**config.mk**
```make
export PLATFORM = sky130hd
export DESIGN_NAME = ysyx_24080014_lsu
export DESIGN_NICKNAME = d
export VERILOG_FILES = /design/src/rtl/ysyx_24080014_lsu_pkg.sv /design/src/rtl/ysyx_24080014_lsu_align.sv /design/src/rtl/ysyx_24080014_lsu.sv
export SDC_FILE = /design/constraint.sdc
export NUM_CORES = 1
export LEC_CHECK = 0
export BUFFER_PORTS_ARGS = -buffer_cell sky130_fd_sc_hd__buf_2
export CAP_MARGIN = 15
export CORE_AREA = 2 2 145 147
export DETAILED_ROUTE_END_ITERATION = 6
export DIE_AREA = 0 0 147 149
export PLACE_DENSITY = 0.72
export SYNTH_ARGS = -nofsm -noshare
export SYNTH_HDL_FRONTEND = slang
export SYNTH_SLANG_ARGS = --single-unit
```
**constraint.sdc**
```tcl
create_clock -name clk -period 1.8 [get_ports clk]
set_input_delay 0.09 -clock clk [delete_from_list [all_inputs] [get_ports clk]]
set_output_delay 0.09 -clock clk [all_outputs]
set_load 0.02 [all_outputs]
```
**src/rtl/ysyx_24080014_lsu_pkg.sv**
```systemverilog
// Shared LSU types: FSM state encoding, exception codes, funct3 constants
// and the request legality check used when a request is accepted.
package ysyx_24080014_pkg;

  typedef enum logic [1:0] {
    ST_IDLE = 2'd0,
    ST_REQ  = 2'd1,
    ST_WAIT = 2'd2,
    ST_DONE = 2'd3
  } lsu_state_e;

  localparam logic [1:0] EXC_NONE     = 2'd0;
  localparam logic [1:0] EXC_MISALIGN = 2'd1;
  localparam logic [1:0] EXC_ILLEGAL  = 2'd2;
  localparam logic [1:0] EXC_TIMEOUT  = 2'd3;

  localparam logic [2:0] F3_LB  = 3'b000;
  localparam logic [2:0] F3_LH  = 3'b001;
  localparam logic [2:0] F3_LW  = 3'b010;
  localparam logic [2:0] F3_LBU = 3'b100;
  localparam logic [2:0] F3_LHU = 3'b101;
  localparam logic [2:0] F3_SB  = 3'b000;
  localparam logic [2:0] F3_SH  = 3'b001;
  localparam logic [2:0] F3_SW  = 3'b010;

  // ILLEGAL takes priority over MISALIGN; non-memory requests never fault.
  function automatic logic [1:0] lsu_check(input logic       is_load,
                                           input logic       is_store,
                                           input logic [2:0] funct3,
                                           input logic [1:0] addr_lo);
    logic illegal;
    logic misalign;
    illegal = is_load && is_store;
    if (is_load && (funct3 == 3'b011 || funct3 == 3'b110 || funct3 == 3'b111))
      illegal = 1'b1;
    if (is_store && !(funct3 == F3_SB || funct3 == F3_SH || funct3 == F3_SW))
      illegal = 1'b1;
    misalign = ((funct3 == F3_LH || funct3 == F3_LHU) && addr_lo[0]) ||
               ((funct3 == F3_LW) && (addr_lo != 2'b00));
    if (!is_load && !is_store) return EXC_NONE;
    if (illegal)               return EXC_ILLEGAL;
    if (misalign)              return EXC_MISALIGN;
    return EXC_NONE;
  endfunction

endpackage

```
**src/rtl/ysyx_24080014_lsu_align.sv**
```systemverilog
// Load lane extraction and sign/zero extension of a memory word. Latency: combinational.
// Backpressure: none, pure function of its inputs.
module ysyx_24080014_lsu_align
  import ysyx_24080014_pkg::*;
(
  input  logic [2:0]  funct3,
  input  logic [1:0]  addr_lo,
  input  logic [31:0] rdata,
  output logic [31:0] data
);

  logic [7:0]  byte_sel;
  logic [15:0] half_sel;

  always_comb begin
    byte_sel = rdata[7:0];
    case (addr_lo)
      2'd0:    byte_sel = rdata[7:0];
      2'd1:    byte_sel = rdata[15:8];
      2'd2:    byte_sel = rdata[23:16];
      default: byte_sel = rdata[31:24];
    endcase
    half_sel = addr_lo[1] ? rdata[31:16] : rdata[15:0];

    data = 32'd0;
    case (funct3)
      F3_LB:   data = {{24{byte_sel[7]}}, byte_sel};
      F3_LH:   data = {{16{half_sel[15]}}, half_sel};
      F3_LW:   data = rdata;
      F3_LBU:  data = {24'd0, byte_sel};
      F3_LHU:  data = {16'd0, half_sel};
      default: data = 32'd0;
    endcase
  end

endmodule

```
**src/rtl/ysyx_24080014_lsu.sv**
```systemverilog
// Load/store unit: one memory access per request. Latency: 1 cycle non-memory/fault, 3+ with memory.
// Backpressure: in_ready only in IDLE; result held in DONE until out_ready, WAIT aborts after TIMEOUT cycles.
module ysyx_24080014_lsu
  import ysyx_24080014_pkg::*;
#(
  parameter int TIMEOUT = 15
) (
  input  logic        clk,
  input  logic        rst_n,
  input  logic        in_valid,
  output logic        in_ready,
  input  logic        is_load,
  input  logic        is_store,
  input  logic [2:0]  funct3,
  input  logic [31:0] addr,
  input  logic [31:0] store_data,
  input  logic [31:0] alu_result,
  output logic        mem_wen,
  output logic        mem_ren,
  output logic        mem_inst_ready,
  output logic [7:0]  mem_wmask,
  output logic [31:0] mem_waddr,
  output logic [31:0] mem_raddr,
  output logic [31:0] mem_wdata,
  input  logic        mem_ready,
  input  logic [31:0] mem_rdata,
  output logic        out_valid,
  input  logic        out_ready,
  output logic [31:0] out_data,
  output logic [1:0]  out_exc
);

  localparam logic [3:0] TO_LIM = 4'(TIMEOUT);

  lsu_state_e  state_q, state_d;
  logic [3:0]  cnt_q, cnt_d;
  logic [31:0] addr_q, addr_d;
  logic [31:0] store_data_q, store_data_d;
  logic [2:0]  funct3_q, funct3_d;
  logic        is_load_q, is_load_d;
  logic        is_store_q, is_store_d;
  logic [31:0] out_data_q, out_data_d;
  logic [1:0]  out_exc_q, out_exc_d;

  logic [1:0]  req_exc;
  logic [31:0] load_data;
  logic [4:0]  lane_shamt;

  assign req_exc    = lsu_check(is_load, is_store, funct3, addr[1:0]);
  assign lane_shamt = {addr_q[1:0], 3'b000};

  ysyx_24080014_lsu_align u_align (
    .funct3  (funct3_q),
    .addr_lo (addr_q[1:0]),
    .rdata   (mem_rdata),
    .data    (load_data)
  );

  always_comb begin
    state_d      = state_q;
    cnt_d        = cnt_q;
    addr_d       = addr_q;
    store_data_d = store_data_q;
    funct3_d     = funct3_q;
    is_load_d    = is_load_q;
    is_store_d   = is_store_q;
    out_data_d   = out_data_q;
    out_exc_d    = out_exc_q;

    case (state_q)
      ST_IDLE: begin
        if (in_valid) begin
          addr_d       = addr;
          store_data_d = store_data;
          funct3_d     = funct3;
          is_load_d    = is_load;
          is_store_d   = is_store;
          cnt_d        = 4'd0;
          if (req_exc != EXC_NONE) begin
            out_exc_d  = req_exc;
            out_data_d = 32'd0;
            state_d    = ST_DONE;
          end else if (!is_load && !is_store) begin
            out_exc_d  = EXC_NONE;
            out_data_d = alu_result;
            state_d    = ST_DONE;
          end else begin
            state_d    = ST_REQ;
          end
        end
      end
      ST_REQ: begin
        state_d = ST_WAIT;
        cnt_d   = 4'd1;
      end
      ST_WAIT: begin
        if (mem_ready) begin
          out_exc_d  = EXC_NONE;
          out_data_d = is_load_q ? load_data : 32'd0;
          state_d    = ST_DONE;
        end else if (cnt_q >= TO_LIM) begin
          out_exc_d  = EXC_TIMEOUT;
          out_data_d = 32'd0;
          state_d    = ST_DONE;
        end else begin
          cnt_d = cnt_q + 4'd1;
        end
      end
      ST_DONE: begin
        if (out_ready) begin
          state_d = ST_IDLE;
          cnt_d   = 4'd0;
        end
      end
      default: state_d = ST_IDLE;
    endcase
  end

  always_ff @(posedge clk or negedge rst_n) begin
    if (!rst_n) begin
      state_q      <= ST_IDLE;
      cnt_q        <= 4'd0;
      addr_q       <= 32'd0;
      store_data_q <= 32'd0;
      funct3_q     <= 3'd0;
      is_load_q    <= 1'b0;
      is_store_q   <= 1'b0;
      out_data_q   <= 32'd0;
      out_exc_q    <= EXC_NONE;
    end else begin
      state_q      <= state_d;
      cnt_q        <= cnt_d;
      addr_q       <= addr_d;
      store_data_q <= store_data_d;
      funct3_q     <= funct3_d;
      is_load_q    <= is_load_d;
      is_store_q   <= is_store_d;
      out_data_q   <= out_data_d;
      out_exc_q    <= out_exc_d;
    end
  end

  // Memory strobes are decoded from state alone so they last exactly the one REQ cycle.
  always_comb begin
    in_ready       = (state_q == ST_IDLE);
    out_valid      = (state_q == ST_DONE);
    out_data       = out_valid ? out_data_q : 32'd0;
    out_exc        = out_valid ? out_exc_q : EXC_NONE;
    mem_inst_ready = 1'b0;
    mem_ren        = 1'b0;
    mem_wen        = 1'b0;
    mem_waddr      = 32'd0;
    mem_raddr      = 32'd0;
    mem_wmask      = 8'd0;
    mem_wdata      = 32'd0;
    if (state_q == ST_REQ) begin
      mem_inst_ready = 1'b1;
      mem_ren        = is_load_q;
      mem_wen        = is_store_q;
      mem_waddr      = {addr_q[31:2], 2'b00};
      mem_raddr      = {addr_q[31:2], 2'b00};
      if (is_store_q) begin
        case (funct3_q)
          F3_SB: begin
            mem_wmask = {4'd0, 4'b0001 << addr_q[1:0]};
            mem_wdata = {24'd0, store_data_q[7:0]} << lane_shamt;
          end
          F3_SH: begin
            mem_wmask = {4'd0, 4'b0011 << addr_q[1:0]};
            mem_wdata = {16'd0, store_data_q[15:0]} << lane_shamt;
          end
          F3_SW: begin
            mem_wmask = 8'h0F;
            mem_wdata = store_data_q;
          end
          default: begin
            mem_wmask = 8'd0;
            mem_wdata = 32'd0;
          end
        endcase
      end
    end
  end

endmodule

```
# Word-level counts from Yosys, hierarchy flattened
# Cells that the tools add are included.
[word_totals]
input_bits = 138
ff_bits = 109
word_cells = 114
out_inout_bits = 143
[classes]
n_eq_ne = 21
n_reduce_logical = 26
n_addsub = 1
n_shift = 4
n_lt_le_gt_ge = 1
n_mux = 52
[ops]
columns = ["op", "n"]
rows = [
  ["$mux W32", 10],
  ["$pmux W32 S5", 1],
  ["$pmux W32 S3", 1],
  ["$pmux W32 S2", 1],
  ["$mux W2", 16],
  ["$shl A16 B5 Y32", 1],
  ["$shl A8 B5 Y32", 1],
  ["$mux W4", 6],
  ["$pmux W8 S3", 1],
  ["$mux W16", 1],
  ["$pmux W4 S4", 1],
  ["$eq A3 B3 Y1 const B", 5],
  ["$pmux W4 S3", 1],
  ["$mux W1", 11],
  ["$eq A3 B2 Y1 const B", 3],
  ["$pmux W2 S4", 1],
  ["$reduce_and A4 Y1", 2],
  ["$eq A2 B2 Y1 const B", 3],
  ["$eq A3 B1 Y1 const B", 2],
  ["$logic_and A1 B1 Y1", 6],
  ["$logic_not A3 Y1", 2],
  ["$logic_or A1 B1 Y1", 6],
  ["$ne A2 B2 Y1 const B", 3],
  ["$reduce_bool A2 Y1", 3],
  ["13 further kinds", 17],
]

# Longest topological paths before layout
[depth]
depth_word = 17
ltp_mapped = 9

# By module
# Synthesis repeated with hierarchy kept, for this count alone.
[hier_totals]
hier_cells = 749
hier_area_um2 = 7352.1
[modules_own_cells]
columns = ["mod", "n_inst", "area_per_inst_um2", "cells_per_inst"]
rows = [
  ["ysyx_24080014_lsu", 1, 6307.3, 616],
  ["ysyx_24080014_lsu_align", 1, 1044.8, 133],
]

# Least setup slack after synthesis
# Ideal clock, no wire load.
[synth_path]
path_type = "register to output"
from = "reg addr_q[0]"
to = "out mem_wmask[3]"
required_ns = 1.710
setup_slack_ns = -0.506
path_stages_with_launch = 8
arrival_ns = 2.216
path_cell_list = "dfrtp_1 buf_6 buf_2 buf_2 nor2_1 nor2b_1 nor2_1 a2111oi_0"
[synth_via]
elab_chain_len = 4
elab_cells_between_ends = 5
classes_between = "shift: 2; mux: 3"
[synth_lines]
columns = ["item", "line_no", "text"]
rows = [
  ["start, declared", "ysyx_24080014_lsu.sv:37", "logic [31:0] addr_q, addr_d;"],
  ["start signal, assigned", "ysyx_24080014_lsu.sv:133", "addr_q <= addr_d;"],
  ["$shl A2 B2 Y4 or $shl A1 B2 Y4 (tied branches)", "ysyx_24080014_lsu.sv:169, ysyx_24080014_lsu.sv:165", ""],
  ["$pmux W4 S3 (*)", "ysyx_24080014_lsu.sv:163", "case (funct3_q)"],
  ["$mux W4 (*)", "ysyx_24080014_lsu.sv:162", "if (is_store_q) begin"],
  ["$mux W4 (*)", "ysyx_24080014_lsu.sv:156", "if (state_q == ST_REQ) begin"],
  ["end, declared", "ysyx_24080014_lsu.sv:21", "output logic [7:0] mem_wmask,"],
]
# Mark *: on every way between the ends. The rest lies on a longest branch, timed or not.

# Worst setup path after layout
[layout_path]
from = "reg funct3_q[1]"
to = "out mem_wdata[21]"
[layout_via]
elab_chain_len = 4
elab_cells_between_ends = 6
classes_between = "eq/ne: 2; mux: 3; reduce/logical: 1"
[layout_lines]
columns = ["item", "line_no", "text"]
rows = [
  ["start, declared", "ysyx_24080014_lsu.sv:39", "logic [2:0] funct3_q, funct3_d;"],
  ["start signal, assigned", "ysyx_24080014_lsu.sv:135", "funct3_q <= funct3_d;"],
  ["$eq A3 B2 Y1 (tied with other cells)", "ysyx_24080014_lsu.sv:163", ""],
  ["$pmux W32 S3 (*)", "ysyx_24080014_lsu.sv:163", ""],
  ["$mux W32 (*)", "ysyx_24080014_lsu.sv:162", ""],
  ["$mux W32 (*)", "ysyx_24080014_lsu.sv:156", ""],
  ["end, declared", "ysyx_24080014_lsu.sv:24", "output logic [31:0] mem_wdata,"],
]
# Marks and branches as above.

==> summary.md <==
| Metric | Value |
|---|---|
| TritonCTS clock tree | `built` |
| Synth warn | `0` |
| Final ANT Viol Nets | `0` |
| Die H | `~150 microns` |
| Buffers on Ports | `about 270` |
| Final setup skew | `0.0121 ns` |
| Avg Cell Area, Syn | `10.6 sq um` |
| Critical Path Start | `funct3_q[1]` |
| WL/cell | `roughly 21 microns` |
| Failing checks | `negative setup slack` |
| Gp weighted congestion | `0.847` |
| Post-Synthesis Cells | `between 600 and 700` |
| Die X | `147 microns` |
| Post-DP HPWL | `roughly 17,000 microns` |
| Layout cell share with drive strength beyond 1 | `64.6%` |
| Number of synthesized flops with an enable pin | `0` |
| Clk sinks | `109` |
| Rows | `53` |
| # IOs | `281` |
| DR vias/cell | `5.32` |
| Ys async rst share | `100%` |
| Fin Hold WS | `~0.033 ns` |
| RSZ-0062 raised after global routing | `yes` |
| Nets | `1,179` |
| Total GRT Usage | `23.7%` |
| Netlist cell types | `53` |
| Via count of the first global-routing pass | `7,175` |
| Global-route wire length before repair | `40,300 microns` |
| Endpoints failing hold | `0` |
| Worst skew pair latency | `~0.36 ns` |
| Clock buffer depth | `2` |
| Nature of the critical path endpoint | `primary output` |
| Initial core utilization | `34.0%` |
| Final setup fails | `98` |
| RR Startpoint | `addr_q[0]` |
| Worst hold start | `addr[0]` |
| Main synth FF type | `dfrtp_1` |
| Crit start category | `flip-flop` |
| Fmax | `between 400 and 500 MHz` |
| GRT overflow | `0` |
| Status | `finished with violations` |
| Core region area | `about 0.02 sq mm` |
| Pleak | `5.59 nW` |
| Fill count | `1,586` |
| Critical path required time | `1.71 ns` |
| Max FO, Critical Path | `9` |
| Hold Path Class | `in -> reg` |
| Sequential share of the synthesized area | `roughly two fifths` |
| Power Dens Cells | `1650 mW/mm^2` |
| CTS Buf Count | `9` |
| CP arrival | `just under 2 ns` |
| Largest net degree at the start of global routing | `49` |
| Final period util | `114%` |
| Final wirelength | `~28,000 microns` |
| Maximum capacitance violations | `0` |
| Residual DRC | `0` |
| Seq cells post-synth | `109` |
| Via count | `7,015` |
| TritonRoute pass-1 iters | `5` |
| Die area | `roughly 0.022 sq mm` |
| Peak VDD IR | `0.775 mV` |
| Final Max Slew Viols | `0` |
| Clk slew on worst S/H paths | `0.08 ns` |
| Rel. slew slack | `between 50% and 60%` |
| CTS root buffer | `clkbuf_16` |
| Synthesized cell area | `0.00698 sq mm` |
| Initial DRC count | `between 200 and 300` |
| Post-Route Utilization | `58.3%` |
| Initial antenna violation count | `3` |
| Worst Path Class, Setup | `reg -> out` |
| H-tree Lvls | `3` |
| Worst slew pin tran | `0.714 ns` |
| Minimum clock period after layout | `2.05 ns` |
| Total power | `0.0197 W` |
| Area grow syn2layout | `71.7%` |
| Fin worst setup slack | `-0.250 ns` |
[critical path, stage by stage (launching register included)]
cell and delay [ns]:
dfrtp_2 0.43, nor3b_4 0.16, buf_12 0.12, buf_12 0.12
buf_6 0.13, a222oi_1 0.37, nor2_1 0.09, buf_4 0.17
[registers in the layout, indices dropped and copies added (netlist names), 2 cells and up]
| register | count |
|---|---|
| funct3_q | 3 |
| out_data_q | 32 |
| state_q | 2 |
| cnt_q | 4 |
| out_exc_q | 2 |
| store_data_q | 32 |
| addr_q | 32 |
[final timing paths]
path	slack, ns	end	cells past startpoint
max reg2reg	-0.25	out_data_q[23]	7
min in group asynchronous	0.24	out_data_q[2]	2
min reg2reg	0.51	out_data_q[27]	1
max	-0.25	mem_wdata[21]	7
min	0.03	addr_q[0]	2
max in group asynchronous	0.99	store_data_q[19]	3
[synthesized netlist by cell type (all sizes together) (15+ instances only)]
cell | count | share of area [%]
a22o | 29 | 3.6
nand3 | 18 | 1.3
clkbuf | 17 | 0.91
mux2 | 119 | 20
mux2i | 15 | 2.2
and2 | 75 | 6.7
buf | 69 | 6.6
o2bb2ai | 16 | 2.0
nand2 | 28 | 1.5
nor2 | 39 | 2.1
a22oi | 22 | 2.6
a221oi | 16 | 2.7
dfrtp | 109 | 39
[layer usage]
metal / wire length, microns / GRT usage [%] / part of all wire [%] / vias up
li1: - / - / - / 3116
met1: 11100 / 28.3 / 40 / 3491
met2: 14100 / 41.2 / 50 / 346
met3: 2040 / 5.69 / 7.2 / 60
met4: 928 / 9.47 / 3.3 / 2
met5: 11 / 0 / 0.039 / -
[timing repair]
item | in CTS | in global routing
gates resized for setup | 274 | 145
setup endpoints to repair | 144 | 230
setup buffers | 32 | 13
pin swaps | 47 | 42
gates cloned | 10 | 6
endpoints found under the hold margin | 93 | 0
hold buffers | 64 | 0
[logic make-up after synthesis]
kind of cell	synth area share [%]
and+or+nand+nor	14.6
muxes	22.2
AOI/OAI and AO/OA	15.3
DFF	39.1
buffers and inverters	7.91
adders and majority gates	0.896
other	0.0537
[cell type report]
type	count	area (sq um)	share of cell area (%)
multi-input combinational	461	4590	38.3
timing repair buffer	447	3970	33.1
sequential	109	2730	22.8
tap	275	344	2.87
clock buffer	9	225	1.88
clock inverter	7	78.8	0.658
inverter	8	40.0	0.334
antenna	2	5.00	0.0418
[stage by stage]
| stage | std cells | setup slack (ns) | setup TNS, ns | area, sq um |
|---|---|---|---|---|
| 3_5_place_dp | 1193 | -0.232 | -6.65 | 8940 |
| 5_1_grt | 1317 | -0.315 | -21.13 | 12000 |
| 4_1_cts | 1311 | -0.247 | -16.72 | 11300 |
| 6_report | 1318 | -0.250 | -13.95 | 12000 |
| 3_3_place_gp | 1193 | -0.177 | -4.64 | 8940 |
| 2_1_floorplan | 664 | -0.252 | -9.10 | 7050 |
[where the power goes]
group | leakage (nW) | internal [W] | switching (W)
Combinational | 4.10 | 0.00714 | 0.00618
Clock | 0.148 | 0.000992 | 0.00109
Sequential | 1.34 | 0.00350 | 0.000821
Total | 5.59 | 0.0116 | 0.00809
[cells in the final DEF, fill, tap and decap left out, types with 5 or more instances in the layout]
master | synthesis | layout
a221oi_2 | 8 | 10
a221oi_4 | 0 | 6
a22o_1 | 29 | 25
a22oi_1 | 21 | 14
a22oi_2 | 0 | 7
and2_1 | 75 | 30
and2_4 | 0 | 44
buf_12 | 0 | 22
buf_16 | 0 | 6
buf_2 | 18 | 170
buf_4 | 41 | 80
buf_6 | 3 | 95
buf_8 | 0 | 5
clkbuf_16 | 0 | 14
conb_1 | 1 | 8
dfrtp_1 | 109 | 104
dfrtp_2 | 0 | 5
dlygate4sd3_1 | 0 | 64
mux2_2 | 103 | 83
mux2_4 | 10 | 35
mux2i_1 | 15 | 12
nand2_1 | 28 | 25
nand3_2 | 0 | 15
nor2_1 | 39 | 23
nor2_2 | 0 | 15
nor2b_1 | 5 | 5
o21ai_0 | 11 | 10
o22ai_2 | 1 | 6
o2bb2ai_1 | 16 | 15
Power figures use the tool's default switching activity.
